===== src/rtl/bru_redirect_pkg.sv =====
// Shared definitions for the branch-resolution redirect block: address width
// default and the redirect FSM state encoding.
package bru_redirect_pkg;

  localparam int GRLEN_DEFAULT = 32;

  typedef enum logic {
    IDLE  = 1'b0,
    REDIR = 1'b1
  } state_e;

endpackage


===== src/rtl/bru_redirect_perf_cnt32.sv =====
// Free-running 32-bit event counter; wraps from all-ones to zero.
module perf_cnt32 (
  input  logic        clk,
  input  logic        resetn,
  input  logic        inc,
  output logic [31:0] value
);

  logic [31:0] cnt_q;
  logic [31:0] cnt_d;

  always_comb begin
    cnt_d = inc ? cnt_q + 32'd1 : cnt_q;
  end

  // NOTE: sequential state uses non-blocking assignments so every flop samples pre-edge values.
  always_ff @(posedge clk or negedge resetn) begin
    if (!resetn) cnt_q <= '0;
    else         cnt_q <= cnt_d;
  end

  assign value = cnt_q;

endmodule


===== src/rtl/bru_redirect.sv =====
// Turns resolved branches into predictor updates, perf counts and, on a
// mispredict, a held fetch redirect plus a one-cycle younger-instruction squash.
module bru_redirect
  import bru_redirect_pkg::*;
#(
  parameter int GRLEN = GRLEN_DEFAULT
) (
  input  logic             clk,
  input  logic             resetn,
  input  logic             bru_valid,
  input  logic             bru_cancel,
  input  logic             bru_taken,
  input  logic [GRLEN-1:0] bru_pc,
  input  logic [GRLEN-1:0] bru_target,
  input  logic             exc_flush,
  output logic             redirect_valid,
  output logic [GRLEN-1:0] redirect_pc,
  input  logic             redirect_ready,
  output logic             flush_younger,
  output logic             upd_valid,
  output logic [GRLEN-1:0] upd_pc,
  output logic             upd_taken,
  output logic [31:0]      br_cnt,
  output logic [31:0]      mis_cnt
);

  state_e           state_q, state_d;
  logic             redirect_valid_q, redirect_valid_d;
  logic [GRLEN-1:0] redirect_pc_q, redirect_pc_d;
  logic             flush_younger_q, flush_younger_d;
  logic             upd_valid_q, upd_valid_d;
  logic [GRLEN-1:0] upd_pc_q, upd_pc_d;
  logic             upd_taken_q, upd_taken_d;

  logic accept;
  logic mispredict;
  logic handshake;

  // NOTE: every always_comb output gets a default first so no latch is inferred.
  always_comb begin
    // Branches seen while a redirect is outstanding are on the wrong path.
    accept     = (state_q == IDLE) && bru_valid && !exc_flush;
    mispredict = accept && bru_cancel;
    handshake  = redirect_valid_q && redirect_ready;

    state_d = state_q;
    if (exc_flush)       state_d = IDLE;
    else if (mispredict) state_d = REDIR;
    else if (handshake)  state_d = IDLE;

    redirect_valid_d = (state_d == REDIR);
    redirect_pc_d    = mispredict ? bru_target : redirect_pc_q;
    flush_younger_d  = mispredict;

    upd_valid_d = accept;
    upd_pc_d    = accept ? bru_pc    : upd_pc_q;
    upd_taken_d = accept ? bru_taken : upd_taken_q;
  end

  // NOTE: all flops here, data included, take the async reset so nothing stale survives reset.
  always_ff @(posedge clk or negedge resetn) begin
    if (!resetn) begin
      state_q          <= IDLE;
      redirect_valid_q <= 1'b0;
      redirect_pc_q    <= '0;
      flush_younger_q  <= 1'b0;
      upd_valid_q      <= 1'b0;
      upd_pc_q         <= '0;
      upd_taken_q      <= 1'b0;
    end else begin
      state_q          <= state_d;
      redirect_valid_q <= redirect_valid_d;
      redirect_pc_q    <= redirect_pc_d;
      flush_younger_q  <= flush_younger_d;
      upd_valid_q      <= upd_valid_d;
      upd_pc_q         <= upd_pc_d;
      upd_taken_q      <= upd_taken_d;
    end
  end

  perf_cnt32 u_br_cnt (
    .clk    (clk),
    .resetn (resetn),
    .inc    (accept),
    .value  (br_cnt)
  );

  perf_cnt32 u_mis_cnt (
    .clk    (clk),
    .resetn (resetn),
    .inc    (mispredict),
    .value  (mis_cnt)
  );

  assign redirect_valid = redirect_valid_q;
  assign redirect_pc    = redirect_pc_q;
  assign flush_younger  = flush_younger_q;
  assign upd_valid      = upd_valid_q;
  assign upd_pc         = upd_pc_q;
  assign upd_taken      = upd_taken_q;

endmodule


===== config.mk =====
export PLATFORM = sky130hd
export DESIGN_NAME = bru_redirect
export DESIGN_NICKNAME = d
export VERILOG_FILES = /design/src/rtl/bru_redirect_pkg.sv /design/src/rtl/bru_redirect_perf_cnt32.sv /design/src/rtl/bru_redirect.sv
export SDC_FILE = /design/constraint.sdc
export NUM_CORES = 1
export LEC_CHECK = 0
export ABC_AREA = 1
export ABC_CLOCK_PERIOD_IN_PS = 2150
export BUFFER_PORTS_ARGS = -buffer_cell sky130_fd_sc_hd__clkbuf_2
export CORE_AREA = 2 2 146 148
export CTS_BUF_LIST = sky130_fd_sc_hd__clkbuf_16
export DETAILED_ROUTE_END_ITERATION = 10
export DIE_AREA = 0 0 148 150
export SYNTH_ARGS = -nofsm -noshare
export SYNTH_HDL_FRONTEND = slang
export SYNTH_SLANG_ARGS = --single-unit

===== constraint.sdc =====
create_clock -name clk -period 2.15 [get_ports clk]
set_input_delay 0.215 -clock clk [delete_from_list [all_inputs] [get_ports clk]]
set_output_delay 0.215 -clock clk [all_outputs]
set_load 0.02 [all_outputs]

# Word level (Yosys, flattened, before mapping)
# Index checks and enable logic that the tools add are counted.
# W data, S select, Z words.
[totals] reg_bits=132 latch_bits=0 ramBits=0 rom_bits=0 out_inout_bits=132 mem_count=0
[classes] add_sub_neg=2 mul=0 div=0 order_cmp=0 n_eq_ne=0 n_shift=0 n_mux=3 bitwise=1 n_reduce_logical=6
[op_table] op="$add A32 B1 Y32 const B" count=2
[op_table] op="$logic_and A1 B1 Y1" count=4
[op_table] op="$mux W1" count=3
[op_table] op="$reduce_bool A3 Y1" count=1
[op_table] op="$logic_not A1 Y1" count=1
[op_table] op="$not A1 Y1" count=1

# Logic depth before layout (Yosys ltp)
# Gate-level depths: netlist (run 1).
[depth] depth_word=6 mapped_depth=9 depth_no_buf=9

# Modules after synthesis
# A second synthesis (run 1) with hierarchy kept.
[unflattened] cells_unflattened=751 area_unflattened_um2=6204.7
[by_module_without_submodules] mod="perf_cnt32" n_inst=2 cells_per_inst=229 area_each_um2=1761.7 seq_area_each_um2=800.8
[by_module_without_submodules] mod="bru_redirect" n_inst=1 cells_per_inst=293 area_each_um2=2681.3 seq_area_each_um2=1701.6

# Worst setup path before layout (run 1)
# No wires, ideal clock.
[synth_timing] path_kind="flip-flop to flip-flop" from="register u_mis_cnt.cnt_q[0], in the netlist u_mis_cnt.value[0]" to="register u_mis_cnt.cnt_q[28], in the netlist u_mis_cnt.value[28]" setup_time_ns=0.117 arrival_time_ns=1.436 required_ns=2.033 path_slack_ns=0.596 stages_incl_launch_ff=9 synth_period_minus_slack_ns=1.554 cell_sequence="dfrtp_1 -> ha_1 -> nand3_1 -> nor3_2 -> nand2_2 -> nor2_4 -> nand2_1 -> nand2_1 -> nand2_1"
[synth_between] elab_chain_len=1
[synth_lines] element="start, declared" line="bru_redirect_perf_cnt32.sv:9" text="logic [31:0] cnt_q;"
[synth_lines] element="start signal, assigned" line="bru_redirect_perf_cnt32.sv:19" text="else cnt_q <= cnt_d;"
[synth_lines] element="$add A32 B1 Y32" line="bru_redirect_perf_cnt32.sv:13" text="cnt_d = inc ? cnt_q + 32'd1 : cnt_q;"
# Every way passes these cells.
# A chain may end at the register's enable or synchronous reset.

==> impl_results.md, run 1 <==
* Vias in the first global route at around 5600
* Clock Tree Buf Depth at 2
* CTS tree: built
* Sequential share of the synthesized area at a little over half
* Post-detail-place hpwl at 11800 um
* WP data arrival at ~1900 ps
* Worst skew pair latency at roughly 400 ps
* # Post-CTS Setup Buffers at 0
* Placed Instances at between 1000 and 1500
* Critical R2R Launch: redirect_valid
* Register area at between 3000 and 4000 sq um
* Crit share post-route at between 70 and 80%
* Final design area excluding fillers at around 8600 sq um
* Distinct cells, synth at 28
* Iter 0 DRT Violations at about 340
* Max-Cap Viols at 0
* Fillers at 2073
* Ratio of cells with drive above 1 in the final layout at 25.7%
* Cell breakdown of the critical path: nor2_4, nand3_4, inv_2, buf_4, nand2_1, xor2_1
* Nets at 1081
* Port bufs at just over 200
* RSZ-0062 raised after global routing: no
* First-pass GRT wire length at between 20000 and 30000 um
* Worst Slack Setup Final at just under 500 ps
* Worst hold slack at ~20 ps
* Setup Viol. Count Final at 0
* WL final at 16900 um
* Fin cells at approximately 1300
* Die area at 22200 sq um
* Slew of the pin with the lowest slew margin at slightly above 400 ps
* Worst R2R Path Depth at 6
* Tmin final at around 1700 ps
* Final ANT Viol Nets at 0
* Gp weighted congestion at 0.809
* Chip Width at 148 um
* Vias post-DR at 5545
* Worst Setup End Kind: flip-flop
* Hold path endpoint: upd_pc[23]
* Dpl ws at 481 ps
* Worst Path Required at 2440 ps
* Global Route Usage Sum at approximately 16%
* Min-delay worst type: in2reg
* Final Hold Viols at 0
* Ys flop type: dfrtp_1
* Count leader, synth: nand2_1
* Reg clk slew, reported paths at 60 ps
* Worst Clk Skew at between 9 and 10 ps
* CTS H-tree lvls at 4
* CP max stage delay at 450 ps
* CP startpoint kind: flip-flop
* Setup TNS Final at 0 ps
* Critical Path Fanout Max at 35
* Rel. slew slack at 72.7%
* Synth Instances at between 700 and 800
* Fmax at about 600 MHz
* Outcome: finished, final reports clean
* Top cells by area, synth: dfrtp_1, nand2_1, inv_1, nor2_1, xnor2_1
* Synth-to-layout area growth at 41.0%
* Initial cell density of the core at roughly 29%
* Leakage at 4.50 nW
* Critical path type: reg2reg
* DP Area at ~7400 sq um
* Share of synthesized registers carrying an async set or reset at 100%
* Slew Limit Fails at 0
* Post-route DRC at 0
* Number of synthesized flops with an enable pin at 0
* Syn avg cell area at between 8 and 9 sq um
* Worst Hold Launch: bru_pc[23]
* Die Y at 150 um
* Syn_nets at a little over 800
* Final Core Density at between 40% and 50%
* Pwr Total at 7.13 mW
* Routed len/inst at between 10 and 15 um
* Flop-to-flop setup slack at ~500 ps
* Root buffer cell: clkbuf_16
* GRT overflow at 0
* Worst reg2reg path endpoint: u_mis_cnt.value[2]
* Pwr/cell area at 832 nW/um^2
* Top Ports at a little over 200
* Initial antenna violation count at 1
* Dominant cell type by area after synthesis: dfrtp_1
* Largest net degree at the start of global routing at 59
* Synth warnings at 0
* Core Area at around 21000 sq um
* Share of the synthesized area in the top cell type at a little over half
* Mapped cell area at ~6000 sq um
* DR vias/cell at about 4.3
* # rows at 53
* TritonCTS Sinks at 132
* Area of the multi-input gates at 2470 sq um
* Max VDD drop at about 0.45 mV
* CP max-delay cell: dfrtp_1
* TritonCTS Buffers at 17
* Hold Path Depth at 3
* #FFs+latches synth at ~130
* Drt first pass iters at 5
* Synth top cells by count: nand2_1, dfrtp_1, inv_1
==> power breakdown <==
group | total, mW | switching [mW] | internal, mW | leakage, nW
registers | 3.05 | 0.246 | 2.80 | 1.71
logic | 1.41 | 0.893 | 0.514 | 2.52
clock network | 2.68 | 1.10 | 1.58 | 0.269
==> state kept, by name, summed over array words and instances (netlist names) <==
register         cells
flush_younger        1
redirect_pc         32
redirect_valid       1
u_br_cnt.value      32
u_mis_cnt.value     32
upd_pc              32
upd_taken            1
upd_valid            1
==> worst max path at each step <==
stage                            start             endpoint  slack, ps  cells after the start
finish                  redirect_valid   u_mis_cnt.value[2]        500                      6
global route        u_mis_cnt.value[0]  u_mis_cnt.value[16]        340                      8
CTS                     redirect_valid   u_mis_cnt.value[2]        470                      6
detailed placement      redirect_valid   u_mis_cnt.value[2]        480                      6
global placement        redirect_valid   u_mis_cnt.value[2]        500                      6
floorplan           u_mis_cnt.value[0]  u_mis_cnt.value[28]        600                      8
==> routing by layer <==
| layer | vias up | track usage (%) | routed length (um) |
|---|---|---|---|
| met4 | 0 | 5.38 | 308 |
| li1 | 2812 | - | - |
| met2 | 153 | 25.0 | 8110 |
| met3 | 21 | 3.78 | 765 |
| met5 | - | 0 | 0 |
| met1 | 2559 | 20.9 | 7690 |
==> kinds of logic after synthesis <==
family                   count (synthesis)  synth area share [%]
buffers and inverters                   76                  5.14
XOR/XNOR                                37                  5.32
AO/OA/AOI/OAI                            8                 0.740
flip-flops                             132                  54.3
adder cells (fa/ha/maj)                  2                 0.411
AND/OR/NAND/NOR                        481                  34.1
==> layout by cell type, fill, tap and decap left out, types with 3 or more instances in the layout <==
cell,instances
dlygate4sd3_1,60
nand3_1,32
buf_4,4
nand3_2,3
clkbuf_2,201
nor2_1,58
nand4_1,17
clkbuf_16,17
nand2_1,336
o21ai_0,3
nand3b_1,4
nor2_2,8
dfrtp_1,132
xnor2_1,23
nor2_4,4
inv_1,61
o21ai_1,3
xor2_1,14
nor3_1,8
clkinv_2,5
==> layout make-up <==
| class | count | area share (%) |
|---|---|---|
| Antenna cell | 1 | 0.0292 |
| Clock buffer | 17 | 4.96 |
| Clock inverter | 15 | 1.36 |
| Inverter | 61 | 2.67 |
| Multi-Input combinational cell | 528 | 28.8 |
| Sequential cell | 132 | 38.5 |
| Tap cell | 275 | 4.01 |
| Timing Repair Buffer | 268 | 19.7 |
==> critical path: cells and delay by family (launching register included) <==
kind / cells / cell delay, ps
buf+inv: 2 / 490
xor+xnor: 1 / 150
flops: 1 / 450
simple gates: 3 / 460
==> what timing repair did <==
item,4_1_cts,5_1_grt
gates resized for setup,0,0
hold buffers,60,0
endpoints found under the hold margin,90,0
(Power assumes the default switching activity.)
==> inputs of run 2 (changes only) <==
--- a/config.mk
+++ b/config.mk
@@ -6,7 +6,7 @@
 export NUM_CORES = 1
 export LEC_CHECK = 0
 export ABC_AREA = 1
-export ABC_CLOCK_PERIOD_IN_PS = 2150
+export ABC_CLOCK_PERIOD_IN_PS = 1600
 export BUFFER_PORTS_ARGS = -buffer_cell sky130_fd_sc_hd__clkbuf_2
 export CORE_AREA = 2 2 146 148
 export CTS_BUF_LIST = sky130_fd_sc_hd__clkbuf_16
==> constraint.sdc (replaced) <==
create_clock -name clk -period 1.6 [get_ports clk]
set_input_delay 0.16 -clock clk [delete_from_list [all_inputs] [get_ports clk]]
set_output_delay 0.16 -clock clk [all_outputs]
set_load 0.02 [all_outputs]
==> run 2 against run 1 <==
  * Count of clock-buffer cells in the layout unchanged
  * Critical path type unchanged
  * Clock skew down 1.9 ps
  * Die area unchanged
  * Clock power up 41%
  * Final cell count up 2.1%
  * Wire length up 3.6%
  * Fmax up 8.5%
  * Largest power group unchanged
  * Setup slack worse by 420 ps
  * Total power up 39%
  * Hold slack better by 140 ps
==> impl_results.md, run 2 (same netlist as run 1, synthesis figures left out) <==
* Outcome: finished, final reports clean
* Ratio of cells with drive above 1 in the final layout at between 20 and 30%
* Cell breakdown of the critical path: ha_2, nand3_4, nor3_4, nand2_2, nor2_4, nand2_1, nand2_1, nand2_1
* Root buffer cell: clkbuf_16
* WL final at around 17000 um
* CTS tree: built
* # rows at 53
* Initial cell density of the core at 29.4%
* Worst Path Required at roughly 1900 ps
* Clock Tree Buf Depth at 2
* Post-route DRC at 0
* Min-delay worst type: in2reg
* Pwr/cell area at between 1000 and 1500 nW/um^2
* Reg clk slew, reported paths at 60 ps
* Die Y at ~150 um
* Largest net degree at the start of global routing at 40
* Tmin final at 1520 ps
* GRT overflow at 0
* TritonCTS Buffers at 17
* RSZ-0062 raised after global routing: yes
* Vias in the first global route at roughly 5600
* DR vias/cell at 4.33
* # diodes at 0
* Pwr Total at ~10 mW
* Critical path type: reg2reg
* Worst path most repeated cell: nand2_1
* TritonCTS Sinks at between 100 and 150
* Port bufs at approximately 200
* Drt first pass iters at 4
* Gp weighted congestion at approximately 0.79
* Worst Clk Skew at about 7.9 ps
* Final ANT Viol Nets at 0
* Max VDD drop at 0.658 mV
* Slew Limit Fails at 0
* WP data arrival at around 1800 ps
* Top Ports at slightly above 200
* Chip Width at roughly 150 um
* Rel. slew slack at a little over two thirds
* Final Hold Viols at 0
* Global Route Usage Sum at around 16%
* Die area at 22200 sq um
* Switch share at a little under a third
* Commonest cells after routing, fill and taps aside: nand2_1, clkbuf_2, dfrtp_1
* Most common cell after layout, fill and taps aside: nand2_1
* Int Power at just under 7 mW
* First-pass GRT wire length at approximately 28000 um
* Setup Viol. Count Final at 0
* CTS H-tree lvls at 4
* Leakage at 4.67 nW
* Comb pwr share at 20.6%
* CP max-delay cell: dfrtp_1
* Worst Slack Setup Final at around 77 ps
* Fmax at between 600 and 700 MHz
* Worst Setup End Kind: flip-flop
* Dpl ws at roughly 40 ps
* Clk pwr share at a little under two fifths
* CP startpoint kind: flip-flop
* Iter 0 DRT Violations at between 200 and 300
* Core Area at around 21000 sq um
* CP max stage delay at between 300 and 400 ps
* Crit share post-route at a little over nine tenths
* Worst path bufs/invs at 0
* Initial antenna violation count at 0
* Routed len/inst at between 10 and 15 um
* Synth-to-layout area growth at 46.3%
* Max-Cap Viols at 0
* Slew of the pin with the lowest slew margin at 442 ps
* Vias post-DR at about 5700
* Critical Path Fanout Max at 7
* NetSw at approximately 3 mW
* Worst skew pair latency at ~410 ps
* Post-detail-place hpwl at about 12000 um
* CP top delay family: simple AND/OR/NAND/NOR gates
* Nets at 1110
* Seq pwr share at about two fifths
-- run 2: stage by stage --
step / util, % / instance area [sq um] / hold slack, ps / setup TNS [ps] / instances
3_3_place_gp: 36.6 / 7560 / 67.9 / 0 / 1218
2_1_floorplan: - / 6090 / -136 / 0 / 736
5_1_grt: 43.0 / 8900 / 172 / -158 / 1324
4_1_cts: 42.5 / 8800 / 148 / 0 / 1316
3_5_place_dp: 36.6 / 7560 / 67.7 / 0 / 1218
6_report: 43.0 / 8900 / 164 / 0 / 1324
-- run 2: worst paths after layout --
check	start	end	slack, ps	depth (start not counted)
max	u_mis_cnt.value[0]	u_mis_cnt.value[28]	80	8
min	exc_flush	redirect_valid	160	4
max reg2reg	u_mis_cnt.value[0]	u_mis_cnt.value[28]	80	8
min reg2reg	upd_pc[21]	upd_pc[21]	480	2
max in group asynchronous	resetn	u_mis_cnt.value[12]	820	3
min in group asynchronous	resetn	redirect_pc[30]	220	2
-- run 2: layout make-up --
class,count,area [sq um]
Timing Repair Buffer,297,1950
Clock inverter,14,138
Tap cell,275,344
Clock buffer,17,425
Sequential cell,132,3300
Inverter,61,231
Fill cell,2039,11800
Multi-Input combinational cell,528,2510
-- run 2: repair_timing --
action                     CTS  global route
setup endpoints to repair    0            23
hold buffers                67             0
buffers inserted             0             8
resized for setup            0            12
hold endpoints to repair   180             0
-- run 2: power by group through the flow --
stage / clock (mW) / sequential [mW] / combinational (mW)
6_report: 3.78 / 4.10 / 2.04
2_1_floorplan: 0 / 4.63 / 0.510
3_3_place_gp: 0 / 4.14 / 1.80
4_1_cts: 3.89 / 4.09 / 1.95
3_5_place_dp: 0 / 4.14 / 1.82
5_1_grt: 4.06 / 4.15 / 2.23
-- run 2: per-layer routing --
| layer | vias to the layer above | global-route usage (%) | routed length [um] |
|---|---|---|---|
| li1 | 2877 | - | - |
| met1 | 2683 | 20.9 | 7900 |
| met2 | 150 | 26.3 | 8520 |
| met3 | 21 | 3.38 | 740 |
| met4 | 0 | 5.95 | 337 |
| met5 | - | 0 | 0 |
-- run 2: worst min-delay path, delay by kind of cell --
| family | cells | cell delay (ps) |
|---|---|---|
| buffers and inverters | 2 | 230 |
| AOI/OAI and AO/OA | 1 | 60 |
| and+or+nand+nor | 1 | 80 |
==> inputs of run 3 (changes only) <==
--- a/config.mk
+++ b/config.mk
@@ -5,13 +5,12 @@
 export SDC_FILE = /design/constraint.sdc
 export NUM_CORES = 1
 export LEC_CHECK = 0
-export ABC_AREA = 1
 export ABC_CLOCK_PERIOD_IN_PS = 1600
 export BUFFER_PORTS_ARGS = -buffer_cell sky130_fd_sc_hd__clkbuf_2
-export CORE_AREA = 2 2 146 148
+export CORE_AREA = 2 2 137 139
 export CTS_BUF_LIST = sky130_fd_sc_hd__clkbuf_16
 export DETAILED_ROUTE_END_ITERATION = 10
-export DIE_AREA = 0 0 148 150
+export DIE_AREA = 0 0 139 141
 export SYNTH_ARGS = -nofsm -noshare
 export SYNTH_HDL_FRONTEND = slang
 export SYNTH_SLANG_ARGS = --single-unit
==> run 3 against run 2 <==
  * The flow now finishes with violations (negative setup slack)
  * Critical path depth fell by 3
  * Global-route usage shrank 0.22 points
  * Synthesized cell count decreased by 45%
  * Final cell count is 23% lower
  * Largest cell class unchanged
==> impl_results.md, run 3 <==
* Met3 wire length at ~950 um
* Critical Path Fanout Max at 4
* Clock Tree Buf Depth at 2
* TritonCTS Buffers at 17
* Reg clk slew, reported paths at roughly 50 ps
* #FFs+latches synth at 132
* Chip Width at between 100 and 150 um
* Iter 0 DRT Violations at about 130
* RSZ-0062 raised after global routing: yes
* Die Y at between 100 and 150 um
* Min-delay worst type: in2reg
* Post-route DRC at 0
* Worst Slack Setup Final at -297 ps
* Port bufs at a little over 200
* Worst Setup End Kind: flip-flop
* Top Ports at 203
* Rel. slew slack at 69.4%
* Outcome: finished, violations left
* # diodes at 0
* Final Hold Viols at 0
* Top routing layer in use: met4
* Drt first pass iters at 4
* Number of synthesized flops with an enable pin at 0
* Max VDD drop at roughly 0.73 mV
* CP startpoint kind: flip-flop
* Slew Limit Fails at 0
* WP data arrival at approximately 2200 ps
* Initial antenna violation count at 0
* Dpl ws at -285 ps
* GRT overflow at 0
* Setup TNS Final at -13700 ps
* Synth-to-layout area growth at 76.0%
* Synth top cells by count: dfrtp_1, mux2_2, xor2_1
* TritonCTS Sinks at 132
* Core Area at 18300 sq um
* Nets at about 840
* Count leader, synth: dfrtp_1
* Leakage at slightly below 5 nW
* Ys flop type: dfrtp_1
* Met2 WL at 8120 um
* Slew of the pin with the lowest slew margin at roughly 460 ps
* Worst hold slack at between 40 and 50 ps
* Violated checks: negative setup slack
* Distinct cells, synth at 23
* CTS H-tree lvls at 4
* Largest net degree at the start of global routing at 45
* Met1 Wirelength at 6550 um
* Die area at about 20000 sq um
* Synth warnings at 0
* Sequential share of the synthesized area at roughly three fifths
* Fmax at approximately 530 MHz
* Top cells by area, synth: dfrtp_1, mux2_2, xor2_1, xnor2_1, nand3_1
* Max-Cap Viols at 0
* Root buffer cell: clkbuf_16
* CTS tree: built
* Setup Viol. Count Final at approximately 110
* Final ANT Viol Nets at 0
* Critical path type: reg2reg
* WL final at roughly 16000 um
* Crit share post-route at 119%
* Share of the synthesized area in the top cell type at approximately 62%
* Share of synthesized registers carrying an async set or reset at between 90% and 100%
* Vias in the first global route at just under 5000
* # rows at 50
* Global Route Usage Sum at 15.8%
* Post-detail-place hpwl at 9920 um
* Worst Path Required at around 1900 ps
* Pwr/cell area at 1100 nW/um^2
* Mapped cell area at between 5000 and 6000 sq um
* Commonest cells after routing, fill and taps aside: clkbuf_2, dfrtp_1, dlygate4sd3_1
* Synth Instances at roughly 400
* DR vias/cell at 4.49
* Gp weighted congestion at approximately 0.8
* Most common cell after layout, fill and taps aside: clkbuf_2
* Vias post-DR at 4561
* Tmin final at roughly 1900 ps
* Initial cell density of the core at 29.3%
* Worst Clk Skew at a little under 10 ps
* Routed len/inst at 15.8 um
* Worst skew pair latency at between 400 and 500 ps
* Syn avg cell area at between 10 and 15 sq um
* Dominant cell type by area after synthesis: dfrtp_1
* First-pass GRT wire length at between 20000 and 25000 um
* Final Core Density at between 50% and 60%
* Ratio of cells with drive above 1 in the final layout at between 50% and 60%
* Syn_nets at 476
run 3: cell count changes after synthesis, sizes merged, moves of 11 or more:
cell | before | now
inv | 61 | 11
mux2 | 0 | 67
nand2 | 339 | 22
nand3 | 37 | 24
nor2 | 71 | 23
nor4 | 0 | 11
xor2 | 14 | 32
run 3: path summary, 6_finish.rpt:
check | slack [ps] | endpoint | startpoint | depth (start not counted)
worst max-delay path | -300 | u_br_cnt.value[27] | redirect_valid | 5
min in group asynchronous | 210 | u_br_cnt.value[16] | resetn | 2
worst max register to register | -300 | u_br_cnt.value[27] | redirect_valid | 5
worst min-delay path | 40 | redirect_valid | redirect_ready | 3
worst min register to register | 470 | u_mis_cnt.value[31] | u_mis_cnt.value[31] | 1
max in group asynchronous | 780 | redirect_pc[22] | resetn | 3
run 3: what timing repair did:
item,CTS,global route
cloned,7,3
buffers inserted,8,16
hold endpoints to repair,138,0
hold buffers,66,0
endpoints found under the setup margin,101,118
gates resized for setup,67,94
pin swaps,17,23
run 3: power by group:
part           leakage [nW]  switching [mW]  internal, mW
clock network         0.276            1.43          2.24
registers              1.63           0.289          3.80
logic                  2.94            1.32          1.29
total                  4.84            3.04          7.33
run 3: stage by stage:
stage | instance area (sq um) | total power, mW | instances
after floorplan | 5440 | 5.23 | 403
after global placement | 7230 | 6.17 | 891
after detailed placement | 7230 | 6.25 | 891
after CTS | 9010 | 10.2 | 1004
after global routing | 9420 | 10.8 | 1016
final | 9420 | 10.4 | 1016
run 3: final cells by class:
class,count,area [sq um]
fill,1556,8850
timing repair buffer,355,2570
tap,234,293
multi-input combinational,252,2640
sequential,132,3320
inverter,11,41.3
clock inverter,15,125
clock buffer,17,425
run 3: logic make-up after synthesis:
| logic type | count (synthesis) | synth area share, % |
|---|---|---|
| simple gates | 120 | 12.0 |
| compound gates | 1 | 0.140 |
| flops | 132 | 61.7 |
| fa+ha+maj | 2 | 0.468 |
| mux | 67 | 14.1 |
| buf+inv | 19 | 1.40 |
| xor+xnor | 62 | 10.1 |
run 3: worst max-delay path: stages, from the launching register on:
cell	delay [ps]
dfrtp_2	400
nand4bb_4	200
or4_4	430
or4_4	480
nor2_1	140
xnor2_1	150
run 3: routing by layer:
layer | up-vias | track usage (%)
met5 | - | 0
met4 | 0 | 8.35
met3 | 33 | 5.06
met2 | 151 | 26.7
met1 | 2253 | 18.0
li1 | 2124 | -
